### config.mk
export PLATFORM = sky130hd
export DESIGN_NAME = brcomp_iter
export DESIGN_NICKNAME = d
export VERILOG_FILES = /design/src/rtl/brcomp_pkg.sv /design/src/rtl/brcomp_slice.sv /design/src/rtl/brcomp_iter.sv
export SDC_FILE = /design/constraint.sdc
export NUM_CORES = 1
export LEC_CHECK = 0
export CAP_MARGIN = 20
export CORE_ASPECT_RATIO = 0.75
export CORE_MARGIN = 1.5
export CORE_UTILIZATION = 51
export CTS_CLUSTER_DIAMETER = 30
export DETAILED_ROUTE_END_ITERATION = 10
export PLACE_DENSITY = 0.8
export SLEW_MARGIN = 20
export SYNTH_ARGS = -nofsm -noshare
export SYNTH_HDL_FRONTEND = slang
export SYNTH_HIERARCHICAL = 1
export SYNTH_SLANG_ARGS = --single-unit
export TNS_END_PERCENT = 20
### constraint.sdc
create_clock -name i_clk -period 3.93 [get_ports i_clk]
set_clock_uncertainty 0.1 [all_clocks]
set_input_delay 0.393 -clock i_clk [delete_from_list [all_inputs] [get_ports i_clk]]
set_output_delay 0.393 -clock i_clk [all_outputs]
set_load 0.05 [all_outputs]
### src/rtl/brcomp_pkg.sv
// Shared types and decode helpers for the iterative branch comparator.
package brcomp_pkg;

    typedef enum logic [2:0] {
        BEQ  = 3'b000,
        BNE  = 3'b001,
        BLT  = 3'b100,
        BGE  = 3'b101,
        BLTU = 3'b110,
        BGEU = 3'b111
    } br_op_e;

    typedef enum logic [1:0] {
        IDLE,
        RUN,
        DONE
    } brc_state_e;

    function automatic logic is_unsigned(input logic [2:0] op);
        return op[1];
    endfunction

    function automatic logic is_illegal(input logic [2:0] op);
        return op[2:1] == 2'b01;
    endfunction

    function automatic logic br_taken(input logic [2:0] op, input logic less, input logic equal);
        logic t;
        t = 1'b0;
        case (br_op_e'(op))
            BEQ:         t = equal;
            BNE:         t = ~equal;
            BLT, BLTU:   t = less;
            BGE, BGEU:   t = ~less;
            default:     t = 1'b0;
        endcase
        return t;
    endfunction

endpackage

### src/rtl/brcomp_slice.sv
// One SLICE-wide magnitude/equality compare; combinational.
// sign_fix flips both MSBs so a two's-complement top slice orders correctly.
module brcomp_slice #(
    parameter int SLICE = 8
) (
    input  logic [SLICE-1:0] a,
    input  logic [SLICE-1:0] b,
    input  logic             sign_fix,
    output logic             lt,
    output logic             eq
);
    localparam logic [SLICE-1:0] MSB_MASK = {1'b1, {(SLICE-1){1'b0}}};

    logic [SLICE-1:0] a_x;
    logic [SLICE-1:0] b_x;

    assign a_x = a ^ ({SLICE{sign_fix}} & MSB_MASK);
    assign b_x = b ^ ({SLICE{sign_fix}} & MSB_MASK);
    assign lt  = a_x < b_x;
    assign eq  = a == b;

endmodule

### src/rtl/brcomp_iter.sv
// Multi-cycle branch comparator, MSB slice first; N=WIDTH/SLICE cycles (BRCOMP_EARLY_EXIT_EN: stop at first differing slice).
// Accepts only in IDLE; result holds in DONE until i_ready; i_flush aborts from any state.
module brcomp_iter
    import brcomp_pkg::*;
#(
    parameter int WIDTH = 32,
    parameter int SLICE = 8
) (
    input  logic             i_clk,
    input  logic             i_rst_n,
    input  logic             i_valid,
    output logic             o_ready,
    input  logic [WIDTH-1:0] i_rs1_data,
    input  logic [WIDTH-1:0] i_rs2_data,
    input  logic [2:0]       i_br_op,
    input  logic             i_flush,
    output logic             o_valid,
    input  logic             i_ready,
    output logic             o_br_less,
    output logic             o_br_equal,
    output logic             o_br_taken,
    output logic             o_illegal
);
    localparam int N  = WIDTH / SLICE;
    localparam int CW = (N > 1) ? $clog2(N) : 1;
    localparam logic [CW-1:0] CNT_TOP = CW'(N - 1);

    if (WIDTH % SLICE != 0) begin : g_bad_slice
        $error("brcomp_iter: WIDTH must be a multiple of SLICE");
    end

    brc_state_e       state_q;
    logic [CW-1:0]    cnt_q;
    logic             decided_q, less_q;
    logic [WIDTH-1:0] rs1_q, rs2_q;
    logic [2:0]       op_q;
    logic             valid_q, br_less_q, br_equal_q, br_taken_q, illegal_q;

    logic [SLICE-1:0] a_sl, b_sl;
    logic             sign_fix, slice_lt, slice_eq;
    logic             decided_d, less_d, finish;

    assign a_sl     = rs1_q[cnt_q*SLICE +: SLICE];
    assign b_sl     = rs2_q[cnt_q*SLICE +: SLICE];
    assign sign_fix = (cnt_q == CNT_TOP) && !is_unsigned(op_q);

    brcomp_slice #(.SLICE(SLICE)) u_slice (
        .a        (a_sl),
        .b        (b_sl),
        .sign_fix (sign_fix),
        .lt       (slice_lt),
        .eq       (slice_eq)
    );

    // Only the first (most significant) differing slice decides the ordering.
    assign decided_d = decided_q | ~slice_eq;
    assign less_d    = decided_q ? less_q : (~slice_eq & slice_lt);
`ifdef BRCOMP_EARLY_EXIT_EN
    assign finish    = (cnt_q == '0) || !slice_eq;
`else
    assign finish    = (cnt_q == '0);
`endif

    always_ff @(posedge i_clk or negedge i_rst_n) begin
        if (!i_rst_n) begin
            state_q    <= IDLE;
            cnt_q      <= '0;
            decided_q  <= 1'b0;
            less_q     <= 1'b0;
            rs1_q      <= '0;
            rs2_q      <= '0;
            op_q       <= 3'b000;
            valid_q    <= 1'b0;
            br_less_q  <= 1'b0;
            br_equal_q <= 1'b0;
            br_taken_q <= 1'b0;
            illegal_q  <= 1'b0;
        end else if (i_flush) begin
            state_q    <= IDLE;
            cnt_q      <= '0;
            decided_q  <= 1'b0;
            less_q     <= 1'b0;
            valid_q    <= 1'b0;
            br_less_q  <= 1'b0;
            br_equal_q <= 1'b0;
            br_taken_q <= 1'b0;
            illegal_q  <= 1'b0;
        end else begin
            case (state_q)
                IDLE: begin
                    if (i_valid) begin
                        rs1_q     <= i_rs1_data;
                        rs2_q     <= i_rs2_data;
                        op_q      <= i_br_op;
                        cnt_q     <= CNT_TOP;
                        decided_q <= 1'b0;
                        less_q    <= 1'b0;
                        state_q   <= RUN;
                    end
                end
                RUN: begin
                    decided_q <= decided_d;
                    less_q    <= less_d;
                    if (finish) begin
                        state_q    <= DONE;
                        valid_q    <= 1'b1;
                        br_less_q  <= less_d;
                        br_equal_q <= ~decided_d;
                        br_taken_q <= br_taken(op_q, less_d, ~decided_d);
                        illegal_q  <= is_illegal(op_q);
                    end else begin
                        cnt_q <= cnt_q - 1'b1;
                    end
                end
                DONE: begin
                    if (i_ready) begin
                        state_q    <= IDLE;
                        valid_q    <= 1'b0;
                        br_less_q  <= 1'b0;
                        br_equal_q <= 1'b0;
                        br_taken_q <= 1'b0;
                        illegal_q  <= 1'b0;
                    end
                end
                default: state_q <= IDLE;
            endcase
        end
    end

    assign o_ready    = (state_q == IDLE);
    assign o_valid    = valid_q;
    assign o_br_less  = br_less_q;
    assign o_br_equal = br_equal_q;
    assign o_br_taken = br_taken_q;
    assign o_illegal  = illegal_q;

endmodule
==> summary.txt <==
Logic synthesis
  – Synth Area in Simple Gates: 0.0538
  – Sequential share of the synthesized area: 0.528
  – Synth Area per Inst: 14.1 sq um
  – Most used DFF post-synth: dfrtp_1
  – Adder-cell area share of the yosys netlist: 0.0305
  – Syn nets: 343
  – Synth Warn #: 6
  – Cells after synthesis: 262
  – EDFF count, synth: 0
  – Compound-cell area share of the yosys netlist: 0.0440
  – Synth Register Bits: 78
  – Post-synthesis cell area: 3700 sq um
  – Post-synthesis mux area share: 0.304
  – Post-synth ARST share: 1.00
  – Xor and xnor area share after synthesis: 0.00474
  – Largest family of logic cells by synthesized area: multiplexers
  – Synth cell types: 35

Critical path
  – Worst-path cell chain: buf_4, mux4_2, inv_1, ha_1, a21oi_1, o21ai_0, a221oi_2, nor3b_1, a21oi_1, mux2i_1, nand2_1
  – Cells on worst reg2reg path: 11
  – RR Startpoint: cnt_q[0]$_DFFE_PN0P_
  – R2R Setup Slk: 740 ps
  – CP Data Arrival Time: 3320 ps
  – Maximum fanout along the worst path: 13
  – Worst setup path start: cnt_q[0]$_DFFE_PN0P_
  – WP data required: 4060 ps
  – WP buf/inv: 2
  – CP delay by family, top: multiplexers
  – Crit path capture: o_br_taken$_DFFE_PN0P_
  – Crit start category: flip-flop
  – Worst path max stage delay: 610 ps
  – Worst path most repeated cell: a21oi_1
  – Critical Path Sink Type: flip-flop
  – Slowest-stage cell, CP: dfrtp_1
  – CP Class: flip-flop to flip-flop
  – Stages on the worst setup path: 11
  – FF-to-FF End: o_br_taken$_DFFE_PN0P_

Global route
  – Total GRT Usage: 0.207
  – Overflow after GRT: 0
  – Pin count of the biggest net entering global routing: 79
  – Antenna violations before repair: 0
  – Vias in the first global route: 2422
  – First-pass GRT wire length: 12.0 mm

Power and ir drop
  – Pleak: 1.98 nW
  – Pwr dens: 539 nW/um^2
  – Net Sw Power: 0.000729 W
  – Power consumption: 0.00256 W
  – Sequential Power Share: 0.441
  – Internal power: 0.00183 W
  – VDD IR max: 0.245 mV
  – Power share of the clock group: 0.255
  – Sw Ratio: 0.285
  – Combinational share of power: 0.304

Die
  – Site Rows: 26
  – Io pins: 78
  – Die area: 7770 sq um
  – Die Ht: 76.7 um
  – Die span in x: 101 um
  – Starting Density: 0.536
  – Core box area: 6900 sq um

Routing
  – DR WL/cell: 16.4 um
  – DRC violations left: 0
  – Via density: 5.30
  – Initial drt markers: 74
  – WL final: 7.23 mm
  – Initial DRT Pass Iterations: 4
  – Vias: 2341
  – Post-DRT Antenna Nets: 0

Final layout
  – Most frequent cells in the layout: 78 x dfrtp_1, 76 x clkdlybuf4s50_1, 60 x mux2_2, 16 x mux4_2, 16 x nand2_1
  – Area growth, synth to finish: 28.6%
  – Final Instance Count excl. Fillers: 442
  – Nets: 420
  – ANT cells: 0
  – Most common cell after layout, fill and taps aside: dfrtp_1
  – Post-route cell area: 4750 sq um
  – Share of cells above drive strength 1: 0.279

Timing
  – Hold Violations, Final: 0
  – Final period utilization: 0.811
  – Slew Limit Fails: 0
  – Max Freq: 314 MHz
  – Slew headroom: 0.363
  – Setup violators final: 0
  – Fin crit period: 3190 ps
  – RSZ-0062 raised after global routing: no
  – Worst Tran Pin Value: 956 ps
  – Setup TNS Final: 0 ps

Placement
  – Placed cell area: 4540 sq um
  – # port buffers: 77
  – HPWL reported at the end of detailed placement: 5.20 mm
  – DP Cell Count: 426
  – GPL Wtd Cong: 0.786

Clock network
  – Post-CTS Hold Fix Bufs: 0
  – CTS Sinks: 78
  – Clk root buf: clkbuf_8
  – CTS Buffer Depth: 2
  – TritonCTS Buffers: 9
  – Worst skew pair latency: 340 ps
  – CTS tree: built
  – Postcts setup bufs: 0
  – Register clock-pin slew on the reported worst setup and hold paths: 70 ps
  – H-Tree Depth: 3
  – CTS resizes: 0

Run status
  – Status: finished, final reports clean

Flow run
  – Max-cap viol count: 0

Hold path
  – Hold Crit Class: input pin to asynchronous set/reset pin
[sequential cells by signal (all words and copies together) (netlist names)]
register,flops
rs1_q,32
rs2_q,32
op_q,3
cnt_q,2
state_q,2
decided_q,1
less_q,1
o_br_equal,1
o_br_less,1
o_br_taken,1
o_illegal,1
o_valid,1
[final cells by class]
cell class / count / area, sq um
clock buffers: 13 / 149
clock inverters: 3 / 67.6
fillers: 514 / 2140
inverters: 13 / 48.8
multi-input cells: 156 / 1620
flip-flops and latches: 78 / 1950
well taps: 98 / 123
repair buffers: 81 / 798
[cells in the mapped netlist (2+ instances only)]
master / n / area share
o21bai_1: 2 / 0.0041
ha_1: 9 / 0.030
nor2_1: 10 / 0.010
buf_2: 10 / 0.014
dfrtp_1: 78 / 0.53
nor2b_1: 4 / 0.0068
xnor2_1: 2 / 0.0047
nand2b_1: 2 / 0.0034
nor3b_1: 3 / 0.0061
a21oi_1: 5 / 0.0068
inv_1: 13 / 0.013
nand2_1: 16 / 0.016
mux4_2: 16 / 0.097
mux2_1: 7 / 0.021
o21ai_0: 4 / 0.0054
mux2_2: 60 / 0.18
clkbuf_1: 3 / 0.0030
[logic make-up after synthesis]
group                      after synthesis
muxes                                   84
adders and majority gates                9
xor gates and xnor gates                 2
AOI/OAI and AO/OA                       23
and+or+nand+nor                         38
buffers and inverters                   28
DFF                                     78
[power groups by stage]
stage	logic, W	clock network [W]	registers (W)
after global routing	0.000854	0.000710	0.00116
final	0.000777	0.000653	0.00113
after CTS	0.000783	0.000667	0.00113
after global placement	0.000749	0	0.00114
after detailed placement	0.000777	0	0.00115
after floorplan	0.000582	0	0.00110
[how the worst min path moves through the flow]
stage	start	end	slack, ps	cells past startpoint
CTS	i_rst_n	rs1_q[10]$_DFFE_PN0P_	110	1
finish	i_rst_n	rs1_q[2]$_DFFE_PN0P_	120	1
global route	i_rst_n	rs1_q[2]$_DFFE_PN0P_	170	1
floorplan	i_rst_n	cnt_q[0]$_DFFE_PN0P_	-3	0
global placement	o_valid$_DFFE_PN0P_	o_valid$_DFFE_PN0P_	360	2
detailed placement	o_br_taken$_DFFE_PN0P_	o_br_taken$_DFFE_PN0P_	370	2
[through the flow]
stage / util / hold WS (ps) / setup slack (ps)
after floorplan: - / -2.59 / 941
after global placement: 0.658 / 362 / 766
after detailed placement: 0.658 / 369 / 725
after CTS: 0.689 / 115 / 712
after global routing: 0.689 / 170 / 452
final: 0.689 / 115 / 741
[per-layer routing]
| layer | track usage | up-vias | part of all wire |
|---|---|---|---|
| met1 | 0.311 | 1173 | 0.50 |
| met2 | 0.287 | 64 | 0.44 |
| met3 | 0.0647 | 8 | 0.054 |
| met4 | 0.0667 | 0 | 0.011 |
| met5 | 0 | - | 0 |
| li1 | - | 1096 | - |
Power figures use the tool's default switching activity.
